==> src/rtl/pipe_hazard_ctrl_if.sv <==
`default_nettype none
// +----------------------------------------------------------------------------+
// | pipe_hazard_ctrl_if : hazard inputs and stage strobes of the pipeline ctrl |
// | Rev 1.0                                                                    |
// +----------------------------------------------------------------------------+
interface pipe_hazard_ctrl_if #(
   parameter int RA_W  = 5,
   parameter int CNT_W = 32
);
   logic [RA_W-1:0]  id_rs1;
   logic [RA_W-1:0]  id_rs2;
   logic             id_use_rs1;
   logic             id_use_rs2;
   logic             ex_is_load;
   logic [RA_W-1:0]  ex_rd;
   logic             ex_br_taken;
   logic             ex_ebreak;
   logic             mem_req;
   logic             mem_ready;
   logic             resume;
   logic             pc_wen;
   logic             if_id_wen;
   logic             id_ex_wen;
   logic             ex_mem_wen;
   logic             mem_wb_wen;
   logic             if_id_clear;
   logic             id_ex_clear;
   logic             halted;
   logic [CNT_W-1:0] stall_cnt;

   modport master (
      output id_rs1, id_rs2, id_use_rs1, id_use_rs2, ex_is_load, ex_rd,
             ex_br_taken, ex_ebreak, mem_req, mem_ready, resume,
      input  pc_wen, if_id_wen, id_ex_wen, ex_mem_wen, mem_wb_wen,
             if_id_clear, id_ex_clear, halted, stall_cnt
   );

   modport slave (
      input  id_rs1, id_rs2, id_use_rs1, id_use_rs2, ex_is_load, ex_rd,
             ex_br_taken, ex_ebreak, mem_req, mem_ready, resume,
      output pc_wen, if_id_wen, id_ex_wen, ex_mem_wen, mem_wb_wen,
             if_id_clear, id_ex_clear, halted, stall_cnt
   );
endinterface
`default_nettype wire

==> src/rtl/pipe_hazard_ctrl.sv <==
`default_nettype none
// +----------------------------------------------------------------------------+
// | pipe_hazard_ctrl : stage write-enable / bubble sequencer for 5-stage pipe  |
// | Rev 1.0                                                                    |
// +----------------------------------------------------------------------------+
module pipe_hazard_ctrl #(
   parameter int RA_W  = 5,
   parameter int CNT_W = 32
) (
   input  wire              clk,
   input  wire              rstn,
   pipe_hazard_ctrl_if.slave bus
);
   typedef enum logic [1:0] {
      S_RUN      = 2'd0,
      S_MEM_WAIT = 2'd1,
      S_HALT     = 2'd2
   } state_t;

   localparam logic [CNT_W-1:0] c_cnt_max = '1;

   state_t           r_state, w_state_nxt;
   logic             r_flush_pend, w_flush_pend_nxt;
   logic             r_halted, w_halted_nxt;
   logic [CNT_W-1:0] r_stall_cnt;

   logic w_lu;
   logic w_pc_wen, w_if_id_wen, w_id_ex_wen, w_ex_mem_wen, w_mem_wb_wen;
   logic w_if_id_clear, w_id_ex_clear;

   assign w_lu = bus.ex_is_load && (bus.ex_rd != '0) &&
                 ((bus.id_use_rs1 && (bus.id_rs1 == bus.ex_rd)) ||
                  (bus.id_use_rs2 && (bus.id_rs2 == bus.ex_rd)));

   always_ff @(posedge clk or negedge rstn) begin
      if (!rstn) begin
         r_state      <= S_RUN;
         r_flush_pend <= 1'b0;
         r_halted     <= 1'b0;
         r_stall_cnt  <= '0;
      end else begin
         r_state      <= w_state_nxt;
         r_flush_pend <= w_flush_pend_nxt;
         r_halted     <= w_halted_nxt;
         if (!w_pc_wen && (r_stall_cnt != c_cnt_max))
            r_stall_cnt <= r_stall_cnt + 1'b1;
      end
   end

   always_comb begin
      w_state_nxt      = r_state;
      w_flush_pend_nxt = r_flush_pend;
      w_halted_nxt     = r_halted;
      w_pc_wen         = 1'b1;
      w_if_id_wen      = 1'b1;
      w_id_ex_wen      = 1'b1;
      w_ex_mem_wen     = 1'b1;
      w_mem_wb_wen     = 1'b1;
      w_if_id_clear    = 1'b0;
      w_id_ex_clear    = 1'b0;

      case (r_state)
         S_RUN: begin
            if (bus.mem_req && !bus.mem_ready) begin
               {w_pc_wen, w_if_id_wen, w_id_ex_wen, w_ex_mem_wen, w_mem_wb_wen} = '0;
               w_flush_pend_nxt = bus.ex_br_taken;
               w_state_nxt      = S_MEM_WAIT;
            end else if (bus.ex_ebreak) begin
               w_pc_wen      = 1'b0;
               w_if_id_wen   = 1'b0;
               w_id_ex_clear = 1'b1;
               w_halted_nxt  = 1'b1;
               w_state_nxt   = S_HALT;
            end else if (bus.ex_br_taken) begin
               w_if_id_clear = 1'b1;
               w_id_ex_clear = 1'b1;
            end else if (w_lu) begin
               w_pc_wen      = 1'b0;
               w_if_id_wen   = 1'b0;
               w_id_ex_clear = 1'b1;
            end
         end
         S_MEM_WAIT: begin
            if (!bus.mem_ready) begin
               {w_pc_wen, w_if_id_wen, w_id_ex_wen, w_ex_mem_wen, w_mem_wb_wen} = '0;
               w_flush_pend_nxt = r_flush_pend || bus.ex_br_taken;
            end else begin
               // A branch seen during the stall takes effect in the release cycle.
               if (r_flush_pend || bus.ex_br_taken) begin
                  w_if_id_clear = 1'b1;
                  w_id_ex_clear = 1'b1;
               end else if (w_lu) begin
                  w_pc_wen      = 1'b0;
                  w_if_id_wen   = 1'b0;
                  w_id_ex_clear = 1'b1;
               end
               w_flush_pend_nxt = 1'b0;
               w_state_nxt      = S_RUN;
            end
         end
         S_HALT: begin
            w_pc_wen      = 1'b0;
            w_if_id_wen   = 1'b0;
            w_id_ex_clear = 1'b1;
            if (bus.resume) begin
               w_halted_nxt = 1'b0;
               w_state_nxt  = S_RUN;
            end
         end
         default: begin
            w_state_nxt = S_RUN;
         end
      endcase
   end

   assign bus.pc_wen      = w_pc_wen;
   assign bus.if_id_wen   = w_if_id_wen;
   assign bus.id_ex_wen   = w_id_ex_wen;
   assign bus.ex_mem_wen  = w_ex_mem_wen;
   assign bus.mem_wb_wen  = w_mem_wb_wen;
   assign bus.if_id_clear = w_if_id_clear;
   assign bus.id_ex_clear = w_id_ex_clear;
   assign bus.halted      = r_halted;
   assign bus.stall_cnt   = r_stall_cnt;
endmodule
`default_nettype wire

==> src/flat_wrapper.sv <==
// flat-port wrapper written by rule: the top's interface ports become plain ports
module pipe_hazard_ctrl_flat 
#(
   parameter int RA_W  = 5,
   parameter int CNT_W = 32
)
  (clk, rstn, bus_id_rs1, bus_id_rs2, bus_id_use_rs1, bus_id_use_rs2, bus_ex_is_load, bus_ex_rd, bus_ex_br_taken, bus_ex_ebreak, bus_mem_req, bus_mem_ready, bus_resume, bus_pc_wen, bus_if_id_wen, bus_id_ex_wen, bus_ex_mem_wen, bus_mem_wb_wen, bus_if_id_clear, bus_id_ex_clear, bus_halted, bus_stall_cnt);
  pipe_hazard_ctrl_if #(.RA_W(RA_W), .CNT_W(CNT_W)) bus_i ();
  input  wire clk;
  input  wire rstn;
  input wire logic [$bits(bus_i.id_rs1)-1:0] bus_id_rs1;
  input wire logic [$bits(bus_i.id_rs2)-1:0] bus_id_rs2;
  input wire logic [$bits(bus_i.id_use_rs1)-1:0] bus_id_use_rs1;
  input wire logic [$bits(bus_i.id_use_rs2)-1:0] bus_id_use_rs2;
  input wire logic [$bits(bus_i.ex_is_load)-1:0] bus_ex_is_load;
  input wire logic [$bits(bus_i.ex_rd)-1:0] bus_ex_rd;
  input wire logic [$bits(bus_i.ex_br_taken)-1:0] bus_ex_br_taken;
  input wire logic [$bits(bus_i.ex_ebreak)-1:0] bus_ex_ebreak;
  input wire logic [$bits(bus_i.mem_req)-1:0] bus_mem_req;
  input wire logic [$bits(bus_i.mem_ready)-1:0] bus_mem_ready;
  input wire logic [$bits(bus_i.resume)-1:0] bus_resume;
  output wire logic [$bits(bus_i.pc_wen)-1:0] bus_pc_wen;
  output wire logic [$bits(bus_i.if_id_wen)-1:0] bus_if_id_wen;
  output wire logic [$bits(bus_i.id_ex_wen)-1:0] bus_id_ex_wen;
  output wire logic [$bits(bus_i.ex_mem_wen)-1:0] bus_ex_mem_wen;
  output wire logic [$bits(bus_i.mem_wb_wen)-1:0] bus_mem_wb_wen;
  output wire logic [$bits(bus_i.if_id_clear)-1:0] bus_if_id_clear;
  output wire logic [$bits(bus_i.id_ex_clear)-1:0] bus_id_ex_clear;
  output wire logic [$bits(bus_i.halted)-1:0] bus_halted;
  output wire logic [$bits(bus_i.stall_cnt)-1:0] bus_stall_cnt;
  assign bus_i.id_rs1 = bus_id_rs1;
  assign bus_i.id_rs2 = bus_id_rs2;
  assign bus_i.id_use_rs1 = bus_id_use_rs1;
  assign bus_i.id_use_rs2 = bus_id_use_rs2;
  assign bus_i.ex_is_load = bus_ex_is_load;
  assign bus_i.ex_rd = bus_ex_rd;
  assign bus_i.ex_br_taken = bus_ex_br_taken;
  assign bus_i.ex_ebreak = bus_ex_ebreak;
  assign bus_i.mem_req = bus_mem_req;
  assign bus_i.mem_ready = bus_mem_ready;
  assign bus_i.resume = bus_resume;
  assign bus_pc_wen = bus_i.pc_wen;
  assign bus_if_id_wen = bus_i.if_id_wen;
  assign bus_id_ex_wen = bus_i.id_ex_wen;
  assign bus_ex_mem_wen = bus_i.ex_mem_wen;
  assign bus_mem_wb_wen = bus_i.mem_wb_wen;
  assign bus_if_id_clear = bus_i.if_id_clear;
  assign bus_id_ex_clear = bus_i.id_ex_clear;
  assign bus_halted = bus_i.halted;
  assign bus_stall_cnt = bus_i.stall_cnt;
  pipe_hazard_ctrl #(.RA_W(RA_W), .CNT_W(CNT_W)) u_core (.clk(clk), .rstn(rstn), .bus(bus_i));
endmodule
==> config.mk <==
export PLATFORM = sky130hd
export DESIGN_NAME = pipe_hazard_ctrl_flat
export DESIGN_NICKNAME = d
export VERILOG_FILES = /design/src/rtl/pipe_hazard_ctrl_if.sv /design/src/rtl/pipe_hazard_ctrl.sv /design/src/flat_wrapper.sv
export SDC_FILE = /design/constraint.sdc
export NUM_CORES = 1
export LEC_CHECK = 0
export CORE_MARGIN = 1
export CORE_UTILIZATION = 30
export DETAILED_ROUTE_END_ITERATION = 10
export GPL_ROUTABILITY_DRIVEN = 1
export PLACE_DENSITY = 0.6
export SETUP_SLACK_MARGIN = 0.15
export SLEW_MARGIN = 10
export SYNTH_ARGS = -nofsm -noshare
export SYNTH_HDL_FRONTEND = slang
export SYNTH_SLANG_ARGS = --single-unit
==> constraint.sdc <==
create_clock -name clk -period 2.5 [get_ports clk]
set_input_delay 0.75 -clock clk [delete_from_list [all_inputs] [get_ports clk]]
set_output_delay 0.75 -clock clk [all_outputs]
set_load 0.02 [all_outputs]
==> metrics.yaml, run 1 <==
floorplan:
  die_w_um: 87.0
  dieArea_mm2: 0.00757
  io-pin-count: 65
  die_h_um: 87.0
  core_region_area_mm2: 0.00687
  rows: 30
  start_util: 0.316
clock_network:
  clkSinkCount: 36
  clockBufferDepth: 2
  cts_tree: "built"
  htree_levels: 2
  numCtsBuffers: 5
  clk_pin_slew_ns: 0.07
  ctsRootBufferMaster: "clkbuf_8"
  clk-insertion-delay-late_ns: 0.28
synthesis:
  synth_ff_type: "dfrtp_1"
  ys_top_cells_by_area: "dfrtp_1, xor2_1, xnor2_1"
  synthAdderAreaFrac: 0.00577
  syn_area_per_cell_um2: 10.4
  synth_seq_area_share: 0.415
  synth.distinct_cells: 43
  yosys_warnings: 0
  synth_xor_area_frac: 0.162
  synth_nets: 235
  synth_top_family_by_area: "simple AND/OR/NAND/NOR gates"
  synthMuxAreaShare: 0.0121
  synth-compound-area-share: 0.0923
  yosys.area.top_type: "dfrtp_1"
  synth_cells: 209
  ys_seq_elements: 36
  syn_area_mm2: 0.00217
  synth_edf_count: 0
  yosys.area_share.simple: 0.252
  async_flop_share: 1.00
  synth_top_area_share: 0.415
power:
  intPower_w: 0.00119
  combinationalPowerShare: 0.375
  clock_power_share: 0.211
  seqPwrFrac: 0.414
  p_per_area_mw_per_mm2: 572
  p_sw_frac: 0.354
  p_leak_nw: 1.41
  peakVddDrop_mv: 0.193
  p_switching_w: 0.000650
layout:
  area_delta_synth_final_pct: 48.3
  fill_cells: 647
  drive_gt1_frac: 0.292
  nNetsFinal: 321
  design_area_mm2: 0.00322
  fin_cells: 391
  antenna_cells: 0
worst_setup_path:
  critPathMaxFanout: 2
  critical_path_required_ns: 1.75
  crit_path_start_kind: "input port"
  worstSetupEndpointType: "output port"
  critPathKind: "in -> out"
  cp.arrival_ns: 2.09
detailed_routing:
  wl_um: 5170
  vias_per_cell: 4.69
  drt_iter0_drc: 71
  ant_nets: 0
  wl_per_cell_um: 13.2
  vias: 1834
  dr.pass1.iters: 4
  drc_errors: 0
sta:
  setup_slack_ns: -0.338
  min_period_over_period: 1.14
  drv_slew: 0
  finalSetupViolCount: 3
  rsz0062_at_grt: "true"
  hold_ws_ns: 0.496
  fmax_mhz: 352
  clock_skew_ns: 0.0103
  relSlewSlack: 0.462
  hold_viol: 0
  tightest_slew_ns: 0.807
  min_period_ns: 2.84
grt:
  first_global_vias: 1756
  antenna_found_initial: 0
  grt_max_degree: 37
  grt_overflow: 0
  track_usage: 0.139
  grt_pass1_wl_um: 8250
placed_design:
  place.port_buffers: 64
  gp_congestion: 0.823
  pre_cts_slack_ns: -1.19
  hpwl_um: 3720
  place_area_mm2: 0.00304
  dp_cells: 380
run_status:
  violations: "negative setup slack"
  status: "finished, violations left"
run:
  maxCapViolCount: 0
hold_path:
  min-delay-path-class: "reg -> reg"
## cell usage after synthesis, types with 2 or more instances
cell type  instances
a21oi_1            3
and4_1             3
buf_2              2
buf_4              3
buf_6              3
dfrtp_1           36
inv_1             11
nand2_1           12
nand2b_1           3
nand3_1           15
nand4_1            6
nand4_2            2
nor2_1            12
nor3_1            11
nor3_2             4
nor4_1             9
nor4_2             3
nor4_4             2
o21ai_0            5
o31ai_1            2
or3_1              2
xnor2_1           17
xor2_1            23
## metal layers
metal  vias up  share of wire  track usage  routed length (um)
met5         -              0            0                   0
met4         0         0.0077       0.0364                  40
met3         5          0.035       0.0265                 181
met2        33           0.49        0.223                2540
met1       887           0.47        0.191                2410
li1        909              -            -                   -
## area by class of cell
cell class | instances | area (um2) | area share
multi-input combinational | 152 | 1270 | 0.396
sequential | 36 | 901 | 0.280
timing repair buffer | 89 | 803 | 0.250
tap | 96 | 120 | 0.0374
clock buffer | 6 | 72.6 | 0.0226
inverter | 11 | 41.3 | 0.0128
clock inverter | 1 | 5.00 | 0.00156
## power by group through the flow
stage	registers [W]	clock network, W	logic, W
6_report	0.000761	0.000387	0.000690
5_1_grt	0.000775	0.000425	0.000745
4_1_cts	0.000762	0.000399	0.000680
3_5_place_dp	0.000770	0	0.000676
3_3_place_gp	0.000768	0	0.000669
2_1_floorplan	0.000823	0	0.000311
## registers in the layout, summed over array words and instances, names as in the netlist
| name | cells |
|---|---|
| u_core.bus.stall_cnt | 32 |
| u_core.r_state | 2 |
| u_core.bus.halted | 1 |
| u_core.r_flush_pend | 1 |
## worst max-delay path, stage by stage
cell and delay [ns]:
buf_8 0.10, or4_4 0.54, o21ai_4 0.17, nor2b_4 0.07
o311ai_2 0.23, a22oi_2 0.09, buf_6 0.14
## worst paths after layout
kind	start	to	slack (ns)	cells past startpoint
worst max-delay path	bus_ex_rd[2]	bus_id_ex_clear	-0.34	7
worst min-delay path	u_core.bus.stall_cnt[23]	u_core.bus.stall_cnt[23]	0.50	1
worst max register to register	u_core.r_state[1]	u_core.bus.stall_cnt[29]	0.35	8
worst min register to register	u_core.bus.stall_cnt[23]	u_core.bus.stall_cnt[23]	0.50	1
max in group asynchronous	rstn	u_core.bus.stall_cnt[0]	1.43	1
min in group asynchronous	rstn	u_core.bus.stall_cnt[4]	0.55	1
## stage by stage
stage | utilization | power [W] | setup TNS (ns)
5_1_grt | 0.468 | 0.00194 | -1.14
3_5_place_dp | 0.442 | 0.00145 | -16.48
4_1_cts | 0.458 | 0.00184 | -1.03
2_1_floorplan | - | 0.00113 | -0.451
6_report | 0.468 | 0.00184 | -0.959
3_3_place_gp | 0.442 | 0.00144 | -15.77
## logic make-up after synthesis
| group | after synthesis |
|---|---|
| xor gates and xnor gates | 40 |
| DFF | 36 |
| AOI/OAI and AO/OA | 21 |
| and+or+nand+nor | 88 |
| buffers and inverters | 21 |
| muxes | 2 |
| adders and majority gates | 1 |
## what timing repair did
| item | CTS | global route |
|---|---|---|
| resized for setup | 86 | 28 |
| pin swaps | 20 | 13 |
| cloned | 0 | 0 |
| endpoints found under the setup margin | 39 | 20 |
| setup buffers | 3 | 1 |
| hold buffers | 0 | 0 |
## cell usage in the layout (no fill, tap or decap), types with 3 or more instances in the layout
cell	n
nor3_1	10
a21oi_1	3
nor4_2	5
nor4_4	5
buf_6	8
nand3_1	15
xor2_1	23
clkbuf_2	6
nor3_2	3
buf_4	20
buf_2	7
inv_1	11
nor2_1	10
nand2_1	12
clkdlybuf4s50_1	37
o21ai_0	3
dlygate4sd2_1	6
nand4_1	6
xnor2_1	16
and4_1	3
nor4_1	4
nand2b_1	3
dfrtp_1	36
clkbuf_8	5
Note: power is estimated with default switching activity, not from simulation.
==> run 2, diff against run 1 <==
--- a/config.mk
+++ b/config.mk
@@ -11,7 +11,7 @@
 export GPL_ROUTABILITY_DRIVEN = 1
 export PLACE_DENSITY = 0.6
 export SETUP_SLACK_MARGIN = 0.15
-export SLEW_MARGIN = 10
+export SLEW_MARGIN = 20
 export SYNTH_ARGS = -nofsm -noshare
 export SYNTH_HDL_FRONTEND = slang
 export SYNTH_SLANG_ARGS = --single-unit
==> results of run 2 <==
No change in the layout: final DEF, timing and power equal those of run 1.
==> patch 1 (settings of run 2) <==
`CNT_W` is set to 32 in 3 places; all go to 16.
--- a/src/rtl/pipe_hazard_ctrl_if.sv
+++ b/src/rtl/pipe_hazard_ctrl_if.sv
@@ -6,5 +6,5 @@
 interface pipe_hazard_ctrl_if #(
    parameter int RA_W  = 5,
-   parameter int CNT_W = 32
+   parameter int CNT_W = 16
 );
    logic [RA_W-1:0]  id_rs1;
--- a/src/rtl/pipe_hazard_ctrl.sv
+++ b/src/rtl/pipe_hazard_ctrl.sv
@@ -6,5 +6,5 @@
 module pipe_hazard_ctrl #(
    parameter int RA_W  = 5,
-   parameter int CNT_W = 32
+   parameter int CNT_W = 16
 ) (
    input  wire              clk,
--- a/src/flat_wrapper.sv
+++ b/src/flat_wrapper.sv
@@ -3,5 +3,5 @@
 #(
    parameter int RA_W  = 5,
-   parameter int CNT_W = 32
+   parameter int CNT_W = 16
 )
   (clk, rstn, bus_id_rs1, bus_id_rs2, bus_id_use_rs1, bus_id_use_rs2, bus_ex_is_load, bus_ex_rd, bus_ex_br_taken, bus_ex_ebreak, bus_mem_req, bus_mem_ready, bus_resume, bus_pc_wen, bus_if_id_wen, bus_id_ex_wen, bus_ex_mem_wen, bus_mem_wb_wen, bus_if_id_clear, bus_id_ex_clear, bus_halted, bus_stall_cnt);
Ports: changed (resized bus_stall_cnt); port bits go from 65 to 49. No check against the original RTL was run, so the function may have changed too.
==> patch 1 against run 2 <==
  * The flow still finishes with violations (setup timing)
  * Via count shrank 38%
  * Setup slack gained 0.11 ns
  * Critical path type unchanged
  * Wire length shrank 40%
  * Combinational power shrank 16%
  * Design area shrank 38%
  * Power shrank 31%
  * Area after synthesis shrank 44%
  * Sequential cell count shrank 16
==> patch 1: results (changes against run 2) <==
Global route
  • Largest net degree at the start of global routing: 21 (-43%)
  • Global Route met2 Usage: 27.3% (+5.0 points)
  • Met1 demand-to-capacity share in global routing: 21.2% (+2.2 points)
  • Vias in the first global route: 1163 (-34%)
  • First-pass GRT wire length: 5.33 mm (-35%)
  • Met3 Track Usage GR: 3.65% (+0.99 points)
  • Total global-route track usage: 15.8% (+1.9 points)

Drt
  • Highest metal layer used by the detailed router: met3
  • Routed length on met1: 1.36 mm (-44%)
  • DR WL met2: 1.66 mm (-35%)
  • First DRT Iteration DRCs: 45 (-37%)
  • Mean number of vias per cell: 4.76 (+1.4%)

Power
  • Peak VDD IR: 0.000402 V (+110%)
  • Sequential Power: 487 uW (-36%)
  • Final total power: 1270 uW (-31%)
  • Switching power total: 465 uW (-28%)
  • Leakage power figure: 0.000963 uW (-32%)
  • Logic pwr share: 45.5% (+8.0 points)

Placed design
  • Final weighted congestion of routability-driven global placement: 0.886 (+7.8%)
  • Post-DP HPWL: 2.30 mm (-38%)
  • Worst slack at placement: -1.10 ns (+0.0957 ns)
  • Instance count after placement with tap cells included: 232 (-39%)
  • Cell area after placement: 0.00183 mm^2 (-40%)

Logic synthesis
  • Most common library cells after synthesis: sky130_fd_sc_hd__dfrtp_1, sky130_fd_sc_hd__nand2_1, sky130_fd_sc_hd__nor2_1, sky130_fd_sc_hd__xnor2_1, sky130_fd_sc_hd__xor2_1
  • Share of synthesized area occupied by flip-flops and latches: 41.4% (-0.14 points)
  • Cells after Synth: 130 (-38%)
  • Top cells by area, synth: sky130_fd_sc_hd__dfrtp_1, sky130_fd_sc_hd__xnor2_1, sky130_fd_sc_hd__xor2_1
  • Net count after synthesis: 156 (-34%)

Outcome
  • Violated checks: setup timing
  • Outcome: finished with violations

Timing
  • Post-Route Setup TNS: -0.605 ns (+0.354 ns)
  • Total of endpoints with negative setup slack in the final report: 3 (unchanged)
  • Slew HR: 75.6% (+29 points)
  • Worst-case setup margin in the final layout: -0.225 ns (+0.114 ns)

Clock network
  • Quantity of gates resized following cts: 116 (+35%)
  • Insertion delay to the later sink of the worst-skew pair: 0.25 ns (-0.03 ns)
  • Clock slew seen by the registers of the worst setup and hold paths: 0.07 ns (about the same)
  • Number of buffers added by the clock tree synthesis step: 3 (-2)
  • Number of buffers inserted to repair setup after CTS: 5 (+2)

Layout
  • Share of cells above drive strength 1: 34.2% (+5.0 points)
  • Nets: 221 (-31%)
  • Largest register FFs: 16 (-50%)
  • Number of antenna diodes: 0 (unchanged)
  • Post-route insts no fill: 241 (-38%)
[patch 1: final cells by class]
| cell class | instances | area [um^2] |
|---|---|---|
| Fill cell | 338 | 1760 |
| Multi-Input combinational cell | 99 | 801 |
| Timing Repair Buffer | 64 | 577 |
| Sequential cell | 20 | 502 |
| Tap cell | 48 | 60.1 |
| Clock buffer | 3 | 41.3 |
| Inverter | 7 | 26.3 |
[patch 1: cells by family after synthesis]
family / Yosys count / share of synthesized area, %
compound gates: 16 / 10.1
xor+xnor: 24 / 17.4
fa+ha+maj: 1 / 1.04
buf+inv: 11 / 4.97
flops: 20 / 41.4
mux: 2 / 2.17
simple gates: 56 / 22.9
[patch 1: final timing paths]
path | start | endpoint | slack [ns] | cells past startpoint
min in group asynchronous | rstn | u_core.bus.stall_cnt[0]$_DFFE_PN0P_ | 0.83 | 2
setup reg to reg | u_core.bus.stall_cnt[0]$_DFFE_PN0P_ | u_core.bus.stall_cnt[1]$_DFFE_PN0P_ | 0.35 | 7
max in group asynchronous | rstn | u_core.r_state[0]$_DFFE_PN0P_ | 1.44 | 2
setup / recovery | bus_ex_rd[0] | bus_id_ex_clear | -0.22 | 6
hold reg to reg | u_core.bus.stall_cnt[6]$_DFFE_PN0P_ | u_core.bus.stall_cnt[6]$_DFFE_PN0P_ | 0.51 | 1
hold / removal | u_core.bus.stall_cnt[6]$_DFFE_PN0P_ | u_core.bus.stall_cnt[6]$_DFFE_PN0P_ | 0.51 | 1
[patch 1: critical path, stage by stage]
cell and delay [ns]:
sky130_fd_sc_hd__buf_8 0.10, sky130_fd_sc_hd__or3_4 0.38, sky130_fd_sc_hd__o211a_1 0.25, sky130_fd_sc_hd__o31ai_2 0.20, sky130_fd_sc_hd__nand4_1 0.12, sky130_fd_sc_hd__buf_4 0.18
==> patch 2 (config.mk and constraints of run 2) <==
Without the edit above. The 3 states of `state_t` get a one-hot encoding in 3 bits.
--- a/src/rtl/pipe_hazard_ctrl.sv
+++ b/src/rtl/pipe_hazard_ctrl.sv
@@ -12,8 +12,8 @@
    pipe_hazard_ctrl_if.slave bus
 );
-   typedef enum logic [1:0] {
-      S_RUN      = 2'd0,
-      S_MEM_WAIT = 2'd1,
-      S_HALT     = 2'd2
+   typedef enum logic [2:0] {
+      S_RUN      = 3'b001,
+      S_MEM_WAIT = 3'b010,
+      S_HALT     = 3'b100
    } state_t;
 
Check against the original RTL: same outputs for any inputs over 10 cycles, from zero or initial values and one cycle with rstn low; not proved beyond that.
==> patch 2 against run 2 <==
  * The flow still finishes with violations (setup timing)
  * Setup slack lost 0.18 ns
  * Hold slack better by 0.0082 ns
  * Area after synthesis increased by 3.5%
  * Design area is 12% higher
  * Maximum frequency is 5.9% lower
  * Power increased by 37%
  * Sequential cell count is 1 higher
  * Sequential share of layout area fell by 2.2 points
  * Wire length is 20% higher
  * Largest power group is now combinational cells
  * Highest routed layer unchanged
==> patch 2: results (changes against run 2) <==
Logic synthesis
  • Top cells by area, synth: sky130_fd_sc_hd__dfrtp_1, sky130_fd_sc_hd__xnor2_1, sky130_fd_sc_hd__xor2_1
  • Number of different library cells in the post-synthesis netlist: 47 (+9.3%)

Critical path
  • Capturing instance or port of the critical path: bus_pc_wen
  • Terminus of the critical flop-to-flop path: u_core.bus.stall_cnt[20]$_DFFE_PN0P_
  • Setup slack on the worst flop-to-flop path: 0.18 ns (-0.17 ns)
  • Reg2reg path depth: 11 (+3)
  • Stage delay of the slowest cell on the critical path: 0.51 ns (-0.03 ns)
  • R2R Path Start: u_core.r_state[0]$_DFFE_PN1P_
  • Critical path launch point: bus_ex_rd[4]

Placed design
  • Port Buffer Count: 64 (unchanged)
  • Instance count after placement with tap cells included: 422 (+11%)
  • Worst slack at placement: -1.37 ns (-0.176 ns)
  • Final weighted congestion of routability-driven global placement: 0.830 (+0.88%)
  • Post-DP HPWL: 4.43 mm (+19%)

Global route
  • First-pass GRT wire length: 10.2 mm (+23%)
  • Total global-route track usage: 16.9% (+3.0 points)
  • Largest net degree at the start of global routing: 38 (+2.7%)
  • Vias in the first global route: 2165 (+23%)

Outcome
  • Violated checks: setup timing
  • Outcome: finished with violations

Timing
  • Slew HR: 68.1% (+22 points)
  • Worst Hold Margin: 0.505 ns (+0.00821 ns)
  • Total of endpoints with negative setup slack in the final report: 4 (+1)
  • Worst-case setup margin in the final layout: -0.518 ns (-0.180 ns)
  • Skew final: 0.00909 ns (-0.00117 ns)

Hold path
  • Hold Path End: u_core.bus.stall_cnt[19]$_DFFE_PN0P_

Power
  • Logic pwr share: 52.5% (+15 points)
  • Leakage power figure: 0.00153 uW (+7.9%)
  • Internal Power: 1540 uW (+29%)
  • Peak VDD IR: 0.000232 V (+20%)

Layout
  • Largest register FFs: 32 (unchanged)
  • Nets: 364 (+13%)
  • Filler instances: 716 (+11%)

Drt
  • Vias post-DR: 2120 (+16%)
  • First DRT Iteration DRCs: 50 (-30%)
==> patch 2: power groups by stage <==
stage	clock network (uW)	logic (uW)	registers, uW
after floorplan	0	646	846
after global placement	0	1150	778
after detailed placement	0	1160	783
after CTS	434	1320	772
after global routing	453	1430	791
final	424	1330	775
==> patch 2: cell type report <==
type                            count  area (um^2)  area share [%]
Timing Repair Buffer              108          980            27.3
Inverter                            4         18.8           0.522
Sequential cell                    37          927            25.8
Multi-Input combinational cell    182         1460            40.5
Clock inverter                      3         17.5           0.488
Clock buffer                        5         68.8            1.92
Tap cell                           99          124            3.45
==> patch 2: stage by stage <==
step / instance area (um^2) / total power (uW) / utilization [%]
4_1_cts: 3580 / 2530 / 49.3
3_3_place_gp: 3240 / 1930 / 44.6
6_report: 3590 / 2520 / 49.5
2_1_floorplan: 2280 / 1490 / -
5_1_grt: 3590 / 2680 / 49.5
3_5_place_dp: 3240 / 1950 / 44.6
==> patch 2: cells by family (layout without fill, tap and decap cells) <==
kind of cell    after synthesis  in the layout  share of synthesized area, %
compound gates               21             21                          7.36
buf+inv                      14            120                          3.79
fa+ha+maj                     1              1                         0.557
simple gates                118            118                          30.5
flops                        37             37                          41.3
xor+xnor                     41             41                          16.0
mux                           1              1                         0.502
==> patch 2: timing repair <==
action,4_1_cts,5_1_grt
endpoints found under the setup margin,39,37
pin swaps,26,4
buffers inserted,8,0
resized for setup,123,7
==> patch 2: per-layer routing <==
layer	wire (um)	GRT usage (%)	vias up
met4	72	4.84	0
met5	0	0	-
met3	223	3.08	9
met2	3060	29.2	43
li1	-	-	1039
met1	2850	21.6	1029
